<file path="src/rtl/regfile_n.sv">
// Parametrised register file: one synchronous write port, two combinational
// read ports with optional write-through bypass, and an optional
// auto-incrementing program counter held in the top register.
module regfile_n #(
   parameter int unsigned WIDTH   = 9,
   parameter int unsigned DEPTH   = 8,
   parameter int unsigned BYPASS  = 1,
   parameter int unsigned PC_MODE = 1,
   localparam int unsigned AW     = $clog2(DEPTH)
) (
   input  logic             clk,
   input  logic             Reset,
   input  logic             wr_en,
   input  logic [AW-1:0]    wr_addr,
   input  logic [WIDTH-1:0] wr_data,
   input  logic [AW-1:0]    rd_addr_a,
   output logic [WIDTH-1:0] rd_data_a,
   input  logic [AW-1:0]    rd_addr_b,
   output logic [WIDTH-1:0] rd_data_b,
   input  logic             pc_inc,
   output logic [WIDTH-1:0] pc_out,
   output logic [DEPTH-1:0] wr_valid
);

   localparam logic [AW-1:0] TOP = AW'(DEPTH - 1);

   logic [WIDTH-1:0] regs_q [DEPTH];
   logic [WIDTH-1:0] regs_d [DEPTH];
   logic [DEPTH-1:0] valid_q;
   logic [DEPTH-1:0] valid_d;

   // Next-state: PC increment first, so a same-edge write to the top register overrides it.
   always_comb begin
      regs_d  = regs_q;
      valid_d = valid_q;
      if ((PC_MODE != 0) && pc_inc) begin
         regs_d[TOP] = regs_q[TOP] + WIDTH'(1);
      end
      if (wr_en) begin
         regs_d[wr_addr]  = wr_data;
         valid_d[wr_addr] = 1'b1;
      end
   end

   // State register: asynchronous clear, otherwise load next state.
   always_ff @(posedge clk or negedge Reset) begin
      if (!Reset) begin
         for (int i = 0; i < int'(DEPTH); i++) begin
            regs_q[i] <= '0;
         end
         valid_q <= '0;
      end else begin
         for (int i = 0; i < int'(DEPTH); i++) begin
            regs_q[i] <= regs_d[i];
         end
         valid_q <= valid_d;
      end
   end

   // Read port A: forced to 0 in reset so a bypassed write cannot leak through.
   always_comb begin
      rd_data_a = '0;
      if (Reset) begin
         rd_data_a = regs_q[rd_addr_a];
         if ((BYPASS != 0) && wr_en && (rd_addr_a == wr_addr)) begin
            rd_data_a = wr_data;
         end
      end
   end

   // Read port B: same rules as port A.
   always_comb begin
      rd_data_b = '0;
      if (Reset) begin
         rd_data_b = regs_q[rd_addr_b];
         if ((BYPASS != 0) && wr_en && (rd_addr_b == wr_addr)) begin
            rd_data_b = wr_data;
         end
      end
   end

   // PC output always shows stored state, never bypassed.
   always_comb begin
      pc_out   = regs_q[TOP];
      wr_valid = valid_q;
   end

endmodule

</file>
<file path="config.mk">
export PLATFORM = sky130hd
export DESIGN_NAME = regfile_n
export DESIGN_NICKNAME = d
export VERILOG_FILES = /design/src/rtl/regfile_n.sv
export SDC_FILE = /design/constraint.sdc
export NUM_CORES = 1
export LEC_CHECK = 0
export ABC_CLOCK_PERIOD_IN_PS = 1500
export CORE_ASPECT_RATIO = 1.75
export CORE_MARGIN = 2
export CORE_UTILIZATION = 44
export DETAILED_ROUTE_END_ITERATION = 10
export HOLD_SLACK_MARGIN = 0.06
export PLACE_DENSITY = 0.67
export SKIP_CTS_REPAIR_TIMING = 1
export SYNTH_ARGS = -nofsm -noshare
export SYNTH_HDL_FRONTEND = slang
export SYNTH_SLANG_ARGS = --single-unit
</file>
<file path="constraint.sdc">
create_clock -name clk -period 1.5 [get_ports clk]
set_input_delay 0.3 -clock clk [delete_from_list [all_inputs] [get_ports clk]]
set_output_delay 0.3 -clock clk [all_outputs]
set_load 0.01 [all_outputs]
</file>
# == Yosys cells after proc, flatten, opt, wreduce, memory -nomap -nowiden ==
# Index checks and enable logic that the tools add are counted.
# totals
input_bits,22
latch_bits,0
mem_bits_ro,0
output_inout_bits,35
ramBits,0
ff_bits,80
elab_cells,43
memories,0
# classes
multipliers,0
n_lt_le_gt_ge,6
eq_ne,2
n_reduce_logical,4
div,0
mux,17
shift,0
add_sub_neg,1
n_bitwise,4
# ops
op,count
two-way mux 9 bit,11
bitwise mux 72 bit,1
binary-select mux 9 bit (select 3 bit),2
demux 9 bit (select 3 bit),1
"greater-or-equal comparator 4 bit, second input constant",3
inverter 3 -> 4 bit,3
"adder 9 x 1 -> 9 bit, second input constant",1
bitwise OR 8 bit,1
== test 3 bit,2
logical AND 1 bit,4
"less-than comparator 3 x 4 -> 1 bit, second input constant",1
"less-than comparator 4 x 1 -> 1 bit, second input constant",1
demux 1 bit (select 3 bit),1
"greater-or-equal comparator 3 x 1 -> 1 bit, second input constant",1
two-way mux 1 bit,1

# == Logic depth before layout (Yosys ltp) ==
# depth
ltp_word,7
depth_mapped,6
ltp_nobuf,5

# == Least setup slack after synthesis ==
# No wires, ideal clock.
# synth_timing
kind,input to output
startpoint,in rd_addr_a[2]
endpoint,out rd_data_a[1]
n_path_buf,2
stages,5
slack_ps,-31
arrival_ps,1231
required_ps,1200
cell_sequence,buf_2 xnor2_1 nand4_2 buf_2 a21oi_1
# synth_between
elab_chain_cells,6
elab_cells_between_ends,8
classes_between,eq/ne (1); mux (5); bitwise (1); reduce/logical (1)
# synth_lines
item,line_no,text
"start, declared",16,"input logic [AW-1:0] rd_addr_a,"
inverter 3 -> 4 bit (implied by the code),64,rd_data_a = regs_q[rd_addr_a];
binary-select mux 9 bit (select 3 bit),64,
two-way mux 9 bit (implied by the code) (2 in series),64,
two-way mux 9 bit (*),65,if ((BYPASS != 0) && wr_en && (rd_addr_a == wr_addr)) begin
two-way mux 9 bit (*),63,if (Reset) begin
"end, declared",17,"output logic [WIDTH-1:0] rd_data_a,"
# Mark *: on every way between the ends. The rest lies on a longest branch, timed or not. The select of a mux whose other input is x is not followed.

# == Final worst setup path ==
# layout_timing
startpoint,"reg regs_q, in the netlist pc_out[5]"
endpoint,out rd_data_a[5]
# layout_between
elab_chain_cells,5
# layout_lines
item,line_no,text
"start, declared",27,logic [WIDTH-1:0] regs_q [DEPTH];
"start signal, assigned by index",54,regs_q[i] <= regs_d[i];
binary-select mux 9 bit (select 3 bit),64,
two-way mux 9 bit (implied by the code) (2 in series),64,
two-way mux 9 bit,65,
two-way mux 9 bit,63,
# Every way passes these cells. The select of a mux whose other input is x is not followed.

==> impl_metrics.toml <==
[status]
run_status = "finished, violations left"
violations = "setup timing"

[timing]
hold_violations = 0
setup_viol = 18
maxSlewViolCount = 0
tightest_slew_ps = 353
clock_skew_ps = 3.31
layout_min_cycle_time_ps = 1940
relSlewSlack_pct = 76.4
setup_tns_ps = -6970
fin_crit_sh_pct = 129
whs_ps = 81.0
final.setup.worst_slack_ps = -437
max_freq_mhz = 516
rsz0062_at_grt = "true"

[detailed_routing]
dr.pass1.iters = 4
via_count = 3547
wirelength_um = 13500
drcViolationCount = 0
ant_nets = 0
wl_per_cell_um = 21.8
drtIter0Drc = 254
viasPerCell = 5.75

[yosys]
synth_area_leader_cell = "dfrtp_1"
synth.avg_cell_area_um2 = 12.3
ys_warn_count = 0
synth-edff-count = 0
synthTopCellsByArea = "dfrtp_1 (43%), mux2_2 (14%), mux4_2 (9.2%)"
yosysTopAreaCellShare_pct = 43.2
syn_area_um2 = 4630
ys_seq_area_share_pct = 43.2
synthFlopType = "dfrtp_1"
ys_ff_latch = 80
async_flop_share_pct = 100
synth_cell_types = 30
syn_inst = 376
syn-num-nets = 399

[global_route]
grt_busiest_layer = "met2"
grt_use_met2_pct = 40.4
antenna_found_initial = 0
grt_pass1_vias = 3701
grt_usage_pct = 23.9
met3_usage_pct = 4.47
grt_max_degree = 27
grt_pass1_wl_um = 20000
globalRouteOverflowTotal = 0
use_met1_pct = 29.8

[setup_path]
crit_fanout = 3
critPathLaunchType = "flop"
end_kind = "output port"
required_ps = 1200
r2r_cells = 7
crit_arrival_ps = 1640
crit_type = "reg2out"

[cts]
cts.sink_count = 80
clkTransAtPathRegs_ps = 60
cts-root-buf = "clkbuf_16"
cts_tree = "done"
cts_max_path_buffers = 2
cts.htree.levels = 3
worstSkewPairLatency_ps = 340
cts-buffers-inserted = 9

[final_layout]
stdcell_area_um2 = 6380
nets = 510
regArea_um2 = 2000
drive_above_1_share_pct = 51.8
multi_input_area_um2 = 2530
fill_cells = 798
syn_to_final_growth_pct = 37.6
num_antenna_cells = 0

[power]
leakage_nw = 2.81
power_mw = 8.26
p_per_area_nw_per_um2 = 1300
ir_drop_uv = 756

[floorplan]
num_rows = 49
die_x_um = 81.6
chipHeight_um = 140
initial_utilization_pct = 45.3
io_pins = 57
die_area_um2 = 11400
core_area_um2 = 10200

[placement]
place.port_buffers = 56
placed_area_um2 = 5870
gp_congestion = 0.825
dpl.hpwl_um = 9100

[job]
drv_cap = 0

[min_path]
hp-class = "in2async"
-- where the power goes --
part / total [mW] / leakage (nW) / internal, mW / switching, mW
Clock: 2.32 / 0.154 / 1.48 / 0.838
Sequential: 3.07 / 0.930 / 2.67 / 0.396
Combinational: 2.88 / 1.72 / 1.62 / 1.25
Total: 8.26 / 2.81 / 5.78 / 2.49
-- final cells by class --
type | count | area share, %
multi-input combinational | 254 | 39.7
sequential | 80 | 31.4
timing repair buffer | 142 | 21.5
clock buffer | 10 | 3.75
tap | 127 | 2.49
clock inverter | 4 | 1.10
-- per-stage QoR --
step / util [%] / instances / setup WS (ps)
global route: 62.3 / 617 / -487
detailed placement: 57.3 / 591 / -1110
global placement: 57.3 / 591 / -1110
finish: 62.3 / 617 / -437
CTS: 60.3 / 605 / -1110
floorplan: - / 376 / -9.75
-- cells in the final DEF, fill, tap and decap left out, drive strengths merged, types with 6 or more instances in the layout --
cell type,instances
clkdlybuf4s50,10
mux2,63
o22ai,16
dfrtp,80
clkbuf,36
nand2,6
mux2i,35
xnor2,11
or2,6
nand2b,7
nor2,11
a21oi,43
o21ai,18
buf,84
dlymetal6s2s,19
mux4,20
-- cells in the mapped netlist (3+ instances only) --
master / number
a21oi_1: 43
buf_1: 12
buf_2: 3
buf_4: 19
buf_6: 5
dfrtp_1: 80
mux2_1: 6
mux2_2: 57
mux2i_1: 35
mux4_2: 19
nand2_1: 6
nand2b_1: 6
nand4_2: 3
nand4b_2: 3
nor2_1: 11
o21ai_0: 17
o22ai_1: 16
or2_2: 6
xnor2_1: 11
xor2_1: 3
-- critical path, cell delays in order, from the launching register on --
cell     delay (ps)
dfrtp_1         420
mux4_2          510
a21oi_2         160
a21oi_2          60
buf_2           140
-- worst paths after layout --
kind	from	to	slack, ps
worst min-delay path	Reset	regs_q[30]$_DFFE_PN0P_	80
worst max register to register	pc_out[1]$_DFF_PN0_	pc_out[6]$_DFF_PN0_	110
min in group clk	wr_valid[4]$_DFFE_PN0P_	wr_valid[4]$_DFFE_PN0P_	460
worst min register to register	wr_valid[4]$_DFFE_PN0P_	wr_valid[4]$_DFFE_PN0P_	460
worst max-delay path	pc_out[5]$_DFF_PN0_	rd_data_a[5]	-440
max in group asynchronous	Reset	regs_q[63]$_DFFE_PN0P_	590
-- registers in the layout, indices dropped and copies added, names as in the netlist --
| name | count |
|---|---|
| regs_q | 63 |
| pc_out | 9 |
| wr_valid | 8 |
-- cell families after synthesis --
| family | count (synthesis) | synth area share (%) |
|---|---|---|
| compound gates | 77 | 8.75 |
| xor+xnor | 14 | 2.65 |
| fa+ha+maj | 1 | 0.270 |
| buf+inv | 42 | 5.86 |
| flops | 80 | 43.2 |
| mux | 118 | 32.7 |
| simple gates | 44 | 6.59 |
-- metal layers --
metal,wire length [µm],vias up,share of wire [%]
li1,-,1603,-
met1,5060,1821,38
met2,7400,95,55
met3,527,28,3.9
met4,475,0,3.5
met5,0,-,0
No activity file was read; power rests on OpenSTA's default activity.
